**config.mk**
```make
export PLATFORM = sky130hd
export DESIGN_NAME = adsr_envelope
export DESIGN_NICKNAME = d
export VERILOG_FILES = /design/src/rtl/adsr_envelope.sv
export SDC_FILE = /design/constraint.sdc
export NUM_CORES = 1
export LEC_CHECK = 0
export ABC_AREA = 1
export CAP_MARGIN = 20
export CORE_MARGIN = 3
export CORE_UTILIZATION = 64
export CTS_CLUSTER_SIZE = 28
export DETAILED_ROUTE_END_ITERATION = 10
export GPL_ROUTABILITY_DRIVEN = 0
export PLACE_DENSITY = 0.85
export SYNTH_ARGS = -nofsm -noshare
export SYNTH_HDL_FRONTEND = slang
export SYNTH_SLANG_ARGS = --single-unit
```
**constraint.sdc**
```tcl
create_clock -name clock -period 9.5 [get_ports clock]
set_input_delay 2.375 -clock clock [delete_from_list [all_inputs] [get_ports clock]]
set_output_delay 2.375 -clock clock [all_outputs]
set_load 0.05 [all_outputs]
```
**src/rtl/adsr_envelope.sv**
```systemverilog
// adsr_envelope: scales a signed NCO sample stream by an attack/decay/
// sustain/release envelope driven by a gate input. The envelope advances
// on a prescaled tick; gate transitions are acted on every clock.
// state_dbg exposes the FSM encoding:
//   0 = IDLE, 1 = ATTACK, 2 = DECAY, 3 = SUSTAIN, 4 = RELEASE.
module adsr_envelope #(
   parameter int OUT_SIZE = 8,
   parameter int ENV_SIZE = 12,
   parameter int PRESCALE = 1
) (
   input  logic                       clock,
   input  logic                       reset_n,
   input  logic                       gate,
   input  logic [ENV_SIZE-1:0]        attack_rate,
   input  logic [ENV_SIZE-1:0]        decay_rate,
   input  logic [ENV_SIZE-1:0]        sustain_level,
   input  logic [ENV_SIZE-1:0]        release_rate,
   input  logic signed [OUT_SIZE-1:0] signal_in,
   output logic signed [OUT_SIZE-1:0] signal_out,
   output logic [ENV_SIZE-1:0]        envelope,
   output logic                       active,
   output logic [2:0]                 state_dbg
);

   localparam int CW = (PRESCALE > 1) ? $clog2(PRESCALE) : 1;
   localparam logic [CW-1:0] CNT_LAST = CW'(PRESCALE - 1);
   localparam logic [ENV_SIZE-1:0] ENV_MAX = {ENV_SIZE{1'b1}};
   localparam logic [ENV_SIZE:0] ENV_MAX_W = {1'b0, ENV_MAX};
   localparam int PW = OUT_SIZE + ENV_SIZE + 1;

   typedef enum logic [2:0] {
      S_IDLE    = 3'd0,
      S_ATTACK  = 3'd1,
      S_DECAY   = 3'd2,
      S_SUSTAIN = 3'd3,
      S_RELEASE = 3'd4
   } state_t;

   state_t                     state_q;
   logic [ENV_SIZE-1:0]        env_q;
   logic                       active_q;
   logic signed [OUT_SIZE-1:0] out_q;
   logic [CW-1:0]              cnt_q;
   logic [CW-1:0]              cnt_d;
   logic                       tick;

   // Attack sum and decay floor are formed one bit wider so they cannot wrap.
   logic [ENV_SIZE:0] env_w;
   logic [ENV_SIZE:0] atk_sum;
   logic [ENV_SIZE:0] dec_floor;

   // Sample scaling: signed product of the sample and the zero-extended envelope.
   logic signed [PW-1:0] in_ext;
   logic signed [PW-1:0] env_ext;
   logic signed [PW-1:0] prod;
   logic                 unused_prod;

   assign tick  = (cnt_q == CNT_LAST);
   assign cnt_d = tick ? '0 : cnt_q + CW'(1);

   assign env_w     = {1'b0, env_q};
   assign atk_sum   = env_w + {1'b0, attack_rate};
   assign dec_floor = {1'b0, sustain_level} + {1'b0, decay_rate};

   assign in_ext  = {{(ENV_SIZE + 1){signal_in[OUT_SIZE-1]}}, signal_in};
   assign env_ext = {{(OUT_SIZE + 1){1'b0}}, env_q};
   assign prod    = in_ext * env_ext;
   // Taking bits above ENV_SIZE is the arithmetic shift; the top bit is
   // always a copy of the sign because |in*env| < 2^(OUT_SIZE+ENV_SIZE-1).
   assign unused_prod = ^{prod[PW-1], prod[ENV_SIZE-1:0]};

   assign signal_out = out_q;
   assign envelope   = env_q;
   assign active     = active_q;
   assign state_dbg  = state_q;

   // Free-running prescale counter; gate never resets it.
   always_ff @(posedge clock or negedge reset_n) begin
      if (!reset_n) begin
         cnt_q <= '0;
      end else begin
         cnt_q <= cnt_d;
      end
   end

   // Envelope FSM: gate transitions win and hold the envelope; otherwise a tick steps it.
   always_ff @(posedge clock or negedge reset_n) begin
      if (!reset_n) begin
         state_q  <= S_IDLE;
         env_q    <= '0;
         active_q <= 1'b0;
      end else begin
         case (state_q)
            S_IDLE: begin
               env_q <= '0;
               if (gate) begin
                  state_q  <= S_ATTACK;
                  active_q <= 1'b1;
               end
            end
            S_ATTACK: begin
               if (!gate) begin
                  state_q <= S_RELEASE;
               end else if (tick) begin
                  if (atk_sum >= ENV_MAX_W) begin
                     env_q   <= ENV_MAX;
                     state_q <= S_DECAY;
                  end else begin
                     env_q <= atk_sum[ENV_SIZE-1:0];
                  end
               end
            end
            S_DECAY: begin
               if (!gate) begin
                  state_q <= S_RELEASE;
               end else if (tick) begin
                  if (env_w <= dec_floor) begin
                     env_q   <= sustain_level;
                     state_q <= S_SUSTAIN;
                  end else begin
                     env_q <= env_q - decay_rate;
                  end
               end
            end
            S_SUSTAIN: begin
               // Level tracks sustain_level live, independent of the tick.
               if (!gate) begin
                  state_q <= S_RELEASE;
               end else begin
                  env_q <= sustain_level;
               end
            end
            S_RELEASE: begin
               // Retrigger continues the attack from the current level.
               if (gate) begin
                  state_q <= S_ATTACK;
               end else if (tick) begin
                  if (env_q <= release_rate) begin
                     env_q    <= '0;
                     state_q  <= S_IDLE;
                     active_q <= 1'b0;
                  end else begin
                     env_q <= env_q - release_rate;
                  end
               end
            end
            default: begin
               state_q  <= S_IDLE;
               env_q    <= '0;
               active_q <= 1'b0;
            end
         endcase
      end
   end

   // Registered scaled output: one clock after the sample and envelope it uses.
   always_ff @(posedge clock or negedge reset_n) begin
      if (!reset_n) begin
         out_q <= '0;
      end else begin
         out_q <= prod[ENV_SIZE +: OUT_SIZE];
      end
   end

endmodule

```
==> flow_metrics.py, run 1 <==
metrics = {
    "setup_path": {
        "reg2reg_from": "envelope[0]",
        "r2r-end": "signal_out[6]",
        "critPathKind": "in -> reg",
        "critPathRequiredTime_ps": 9690,
        "rr_worst_depth": 16,
        "r2r_slack_ps": 4550,
        "worst_setup_path_end_kind": "flip-flop",
        "start_kind": "primary input",
        "cp-startpoint": "signal_in[6]",
        "critPathMaxFanout": 12,
        "cp.arrival_ps": 7060,
    },
    "clocking": {
        "cts-root-buf": "clkbuf_16",
        "cts-resized-gates": 0,
        "cts_setup_buffers": 0,
        "ctsHoldBuffers": 0,
        "htreeDepth": 1,
        "clk_path_buf_depth": 2,
        "cts_made_buffers": 3,
        "clock-sinks": 24,
        "clk_pin_slew_ps": 70,
        "worstSkewPairLatency_ps": 260,
        "cts_tree": "built",
    },
    "logic_synthesis": {
        "synth_flop_cell": "dfrtp_1",
        "synthTopCellsByCount": "nand2_1 (319), inv_1 (247), ha_1 (105)",
        "postSynthAreaPerCell_um2": 6.55,
        "yosysSeqAreaShare_pct": 8.30,
        "ys_types": 41,
        "ys_top_cells_by_area": "ha_1 (18%), fa_1 (17%), nand2_1 (17%)",
        "syn-cell-area_um2": 7240,
        "synth_most_common_cell": "nand2_1",
        "postSynthCellCount": 1105,
        "async_flop_share_pct": 100,
        "synth_edf_count": 0,
        "synth_top_area_share_pct": 18.2,
        "ys_ff_latch": 24,
        "synth_largest_area_cell": "ha_1",
        "synth_warnings": 0,
        "synth_fp_nets": 1332,
    },
    "die": {
        "start_util_pct": 66.2,
        "die_w_um": 112,
        "fp.dieH_um": 112,
        "rows": 38,
        "die_area_um2": 12600,
        "pin_count": 83,
        "fp.coreArea_um2": 10900,
    },
    "routing": {
        "post_drt_wl_per_cell_um": 15.2,
        "antenna_left": 0,
        "vias": 7135,
        "viasPerCell": 5.45,
        "drt_iter0_drc": 455,
        "first_pass_iters": 5,
        "drc": 0,
        "drt_wl_total_mm": 19.9,
    },
    "timing": {
        "setup_violations": 0,
        "rsz0062_at_grt": "no",
        "finalWorstSetupSlack_ps": 2630,
        "fin_tns_setup_ps": 0,
        "hold_viol_final": 0,
        "fmax_ghz": 0.146,
        "worst_pin_slew_ps": 852,
        "period_share_pct": 72.3,
        "fin_crit_ps": 6870,
        "maxSlewViolCount": 0,
        "finalClockSkew_ps": 3.60,
        "max_slew_margin_pct": 43.2,
    },
    "grt": {
        "track_usage_pct": 31.6,
        "grt_max_degree": 25,
        "grt.overflow.total": 0,
        "grt_pass1_vias": 7056,
        "grt_pass1_wl_mm": 32.7,
        "antenna_found_initial": 0,
    },
    "final_layout": {
        "final_nets": 1398,
        "antennaDiodeCount": 0,
        "stdcell_count": 1310,
        "fillers": 894,
        "area_growth_pct": 14.1,
        "drive_gt1_share_pct": 2.39,
        "multi_input_area_um2": 5590,
        "seq_area_um2": 601,
    },
    "run_status": {
        "status": "completed",
    },
    "placement": {
        "dp_hpwl_mm": 15.8,
        "port_buffers": 82,
        "dpl.cell_count": 1306,
        "place_ws_ps": 2460,
    },
    "power_and_ir_drop": {
        "p_int_uw": 976,
        "netSwitchingFraction_pct": 59.3,
        "switchingPower_uw": 1420,
        "clkPwrFrac_pct": 5.2,
        "powerDensity_nw_per_um2": 291,
        "power_frac_seq_pct": 11.0,
        "peakVddDrop_mv": 0.368,
        "pwr-share-comb_pct": 83.8,
        "p_leak_uw": 0.00498,
    },
    "hold_path": {
        "hold_end": "active",
        "hold-path-cell-count": 2,
        "hold_path.class": "reg -> reg",
        "min_from": "active",
    },
    "flow_run": {
        "drv_cap": 0,
    },
}
==> cells in the final DEF (no fill, tap or decap), drive strengths merged, types with 2 or more instances in the layout <==
cell type      instances
a211oi                 2
a21boi                 2
a21o                   5
a21oi                 57
a221oi                 2
a22oi                  3
a31oi                  3
buf                    2
clkbuf                 3
clkdlybuf4s50         82
dfrtp                 24
fa                    63
ha                   105
inv                  251
nand2                322
nand3                 63
nand3b                 6
nand4                  6
nor2                  72
nor3                  11
o21ai                 35
o21bai                 8
or2                    3
xnor2                 12
xor2                  24
==> power by group through the flow <==
stage	sequential, uW	combinational [uW]	clock [uW]
5_1_grt	267	2290	128
2_1_floorplan	330	1400	0
3_3_place_gp	260	1910	0
6_report	264	2010	125
3_5_place_dp	261	1970	0
4_1_cts	259	2000	125
==> registers in the layout (all words and copies together) (netlist names) <==
signal and count:
active 1, envelope 12, signal_out 8, state_dbg 3
==> logic make-up after synthesis <==
family,after synthesis,share of synthesized area (%)
fa+ha+maj,168,35.6
compound gates,119,9.49
simple gates,484,27.9
xor+xnor,36,4.36
buf+inv,274,14.4
flops,24,8.30
==> metrics by stage <==
stage          hold slack, ps  utilization [%]  cell area, um2  power (uW)
3_3_place_gp              537             74.5            8150        2170
2_1_floorplan             761                -            7240        1730
4_1_cts                   565             75.5            8250        2390
6_report                  558             75.5            8250        2400
3_5_place_dp              551             74.5            8150        2230
5_1_grt                   613             75.5            8250        2680
==> final cells by class <==
class / instances / area share (%)
sequential: 24 / 7.28
clock inverter: 1 / 0.364
tap: 140 / 2.12
inverter: 251 / 11.4
multi-input combinational: 807 / 67.8
clock buffer: 3 / 0.910
timing repair buffer: 84 / 10.1
==> critical path: stages <==
cell             delay (ps)
clkdlybuf4s50_1         790
nand2_1                 170
fa_1                    530
fa_1                    560
inv_1                    70
fa_1                    540
inv_1                    60
fa_1                    530
inv_1                    40
ha_1                    330
a21oi_1                 190
o21ai_0                 130
nand2_1                  90
nand4_1                 180
a211oi_1                300
xor2_1                  160
==> routing by layer <==
metal	vias up	GRT usage, %	routed length (um)
met5	-	0	0
met4	0	14.8	1040
met3	83	2.48	1360
met2	290	55.6	9560
met1	3235	39.3	7900
li1	3527	-	-
==> worst max-delay path by stage <==
stage               depth (start not counted)  slack (ps)       endpoint
floorplan                                  18        3230  signal_out[6]
global placement                           16        2610  signal_out[6]
detailed placement                         16        2460  signal_out[6]
CTS                                        16        2690  signal_out[6]
global route                               16        2440  signal_out[6]
finish                                     16        2630  signal_out[6]
Power figures use the tool's default switching activity.
==> run 2, diff against run 1 <==
--- a/config.mk
+++ b/config.mk
@@ -8,11 +8,11 @@
 export ABC_AREA = 1
 export CAP_MARGIN = 20
 export CORE_MARGIN = 3
-export CORE_UTILIZATION = 64
+export CORE_UTILIZATION = 54
 export CTS_CLUSTER_SIZE = 28
 export DETAILED_ROUTE_END_ITERATION = 10
 export GPL_ROUTABILITY_DRIVEN = 0
-export PLACE_DENSITY = 0.85
+export PLACE_DENSITY = 0.76
 export SYNTH_ARGS = -nofsm -noshare
 export SYNTH_HDL_FRONTEND = slang
 export SYNTH_SLANG_ARGS = --single-unit
==> constraint.sdc (replaced) <==
create_clock -name clock -period 6.2 [get_ports clock]
set_input_delay 1.55 -clock clock [delete_from_list [all_inputs] [get_ports clock]]
set_output_delay 1.55 -clock clock [all_outputs]
set_load 0.05 [all_outputs]
==> flow_metrics.py, run 2 (synthesized netlist as in run 1, its figures left out) <==
metrics = {
    "setup_path": {
        "path_cells": "clkdlybuf4s50_1, inv_1, nor2_1, fa_1, inv_1, fa_1, inv_1, fa_1, inv_1, fa_1, inv_1, ha_1, nand2_1, o21ai_0, a221oi_1, nand2_1, xor2_1",
        "cpLargestDelayFamily": "adder cells",
        "critPathBufInv": 6,
        "start_kind": "primary input",
        "critPathRequiredTime_ps": 6350,
        "cp_common_cell": "inv_1",
        "critPathKind": "in -> reg",
        "critPathMaxFanout": 8,
        "worst_setup_path_end_kind": "flip-flop",
        "crit_slowest_cell": "fa_1",
        "crit_path_max_incr_delay_ps": 550,
        "cp.arrival_ps": 6040,
    },
    "timing": {
        "max_slew_margin_pct": 48.8,
        "fin_tns_setup_ps": 0,
        "maxSlewViolCount": 0,
        "worst_pin_slew_ps": 769,
        "fmax_ghz": 0.170,
        "period_share_pct": 95.0,
        "setup_violations": 0,
        "fin_hold_ws_ps": 571,
        "rsz0062_at_grt": "no",
        "finalClockSkew_ps": 1.94,
        "fin_crit_ps": 5890,
        "hold_viol_final": 0,
    },
    "clocking": {
        "cts_made_buffers": 3,
        "ctsHoldBuffers": 0,
        "clk_pin_slew_ps": 70,
        "cts_tree": "built",
        "cts-root-buf": "clkbuf_16",
        "cts_setup_buffers": 0,
        "clk_path_buf_depth": 2,
        "cts-resized-gates": 0,
        "clock-sinks": 24,
        "worstSkewPairLatency_ps": 270,
        "htreeDepth": 1,
    },
    "final_layout": {
        "final_common_cell": "nand2_1",
        "antennaDiodeCount": 0,
        "design_area_um2": 8350,
        "final_nets": 1405,
        "final_util_pct": 64.8,
        "largest_reg_flops": 12,
        "most-common-layout-cells": "nand2_1 (319), inv_1 (247), ha_1 (105), clkdlybuf4s50_1 (82), nor2_1 (65)",
        "drive_gt1_share_pct": 2.97,
        "area_growth_pct": 15.3,
    },
    "flow_run": {
        "drv_cap": 0,
    },
    "power_and_ir_drop": {
        "pwr-share-comb_pct": 84.1,
        "total_power_uw": 3650,
        "peakVddDrop_mv": 0.502,
        "power_frac_seq_pct": 10.7,
        "clkPwrFrac_pct": 5.2,
        "switchingPower_uw": 2150,
        "netSwitchingFraction_pct": 58.8,
        "p_leak_uw": 0.00502,
        "powerDensity_nw_per_um2": 437,
        "p_int_uw": 1500,
    },
    "placement": {
        "dp_hpwl_mm": 15.9,
        "port_buffers": 82,
        "post_dp_cell_area_um2": 8240,
    },
    "die": {
        "start_util_pct": 56.2,
        "die_area_um2": 14800,
        "pin_count": 83,
        "die_w_um": 122,
        "fp.dieH_um": 122,
        "fp.coreArea_um2": 12900,
        "rows": 41,
    },
    "routing": {
        "drt_wl_total_mm": 19.6,
        "drc": 0,
        "post_drt_wl_per_cell_um": 14.5,
        "vias": 7050,
        "drt_iter0_drc": 576,
        "antenna_left": 0,
        "viasPerCell": 5.23,
        "first_pass_iters": 5,
    },
    "grt": {
        "antenna_found_initial": 0,
        "track_usage_pct": 27.5,
        "grt_pass1_wl_mm": 32.8,
        "grt_pass1_vias": 6852,
        "grt.overflow.total": 0,
        "grt_max_degree": 25,
    },
    "run_status": {
        "status": "completed",
    },
    "hold_path": {
        "hold_path.class": "reg -> reg",
    },
}
==> run 2: cell count changes in the layout (fill, tap and decap cells not counted) <==
cell   delta
buf_4     +7
==> run 2: area by class of cell <==
type	instances	area [um2]
multi-input combinational	807	5590
fill	1192	4530
inverter	251	942
timing repair buffer	91	888
sequential	24	601
tap	172	215
clock buffer	3	75.1
clock inverter	1	30.0
==> run 2: power by group through the flow <==
stage,sequential [uW],combinational [uW],clock [uW]
2_1_floorplan,506,2140,0
3_3_place_gp,391,3000,0
3_5_place_dp,390,3020,0
4_1_cts,389,3070,193
5_1_grt,398,3530,199
6_report,390,3070,191
==> run 2: routing by layer <==
metal	track usage, %	share of wire [%]	vias to the layer above
li1	-	-	3542
met1	39.9	46	3203
met2	44.0	45	275
met3	3.99	7.6	30
met4	5.18	1.5	0
met5	0	0	-
==> run 2: final timing paths <==
check | startpoint | slack [ps] | cells past startpoint | to
setup / recovery | signal_in[7] | 310 | 17 | signal_out[7]
hold / removal | active | 570 | 2 | active
setup reg to reg | envelope[0] | 1480 | 16 | signal_out[6]
hold reg to reg | active | 570 | 2 | active
max in group asynchronous | reset_n | 4310 | 2 | active
min in group asynchronous | reset_n | 1640 | 2 | signal_out[2]
==> run 2: through the flow <==
step / cells / setup slack (ps)
after floorplan: 1105 / 754
after global placement: 1345 / 148
after detailed placement: 1345 / 70.0
after CTS: 1349 / 359
after global routing: 1349 / 64.5
final: 1349 / 311
==> run 2: tightest hold or removal path: stages (launching register included) <==
cell and delay [ps]:
dfrtp_1 400, inv_1 60, o21ai_0 70
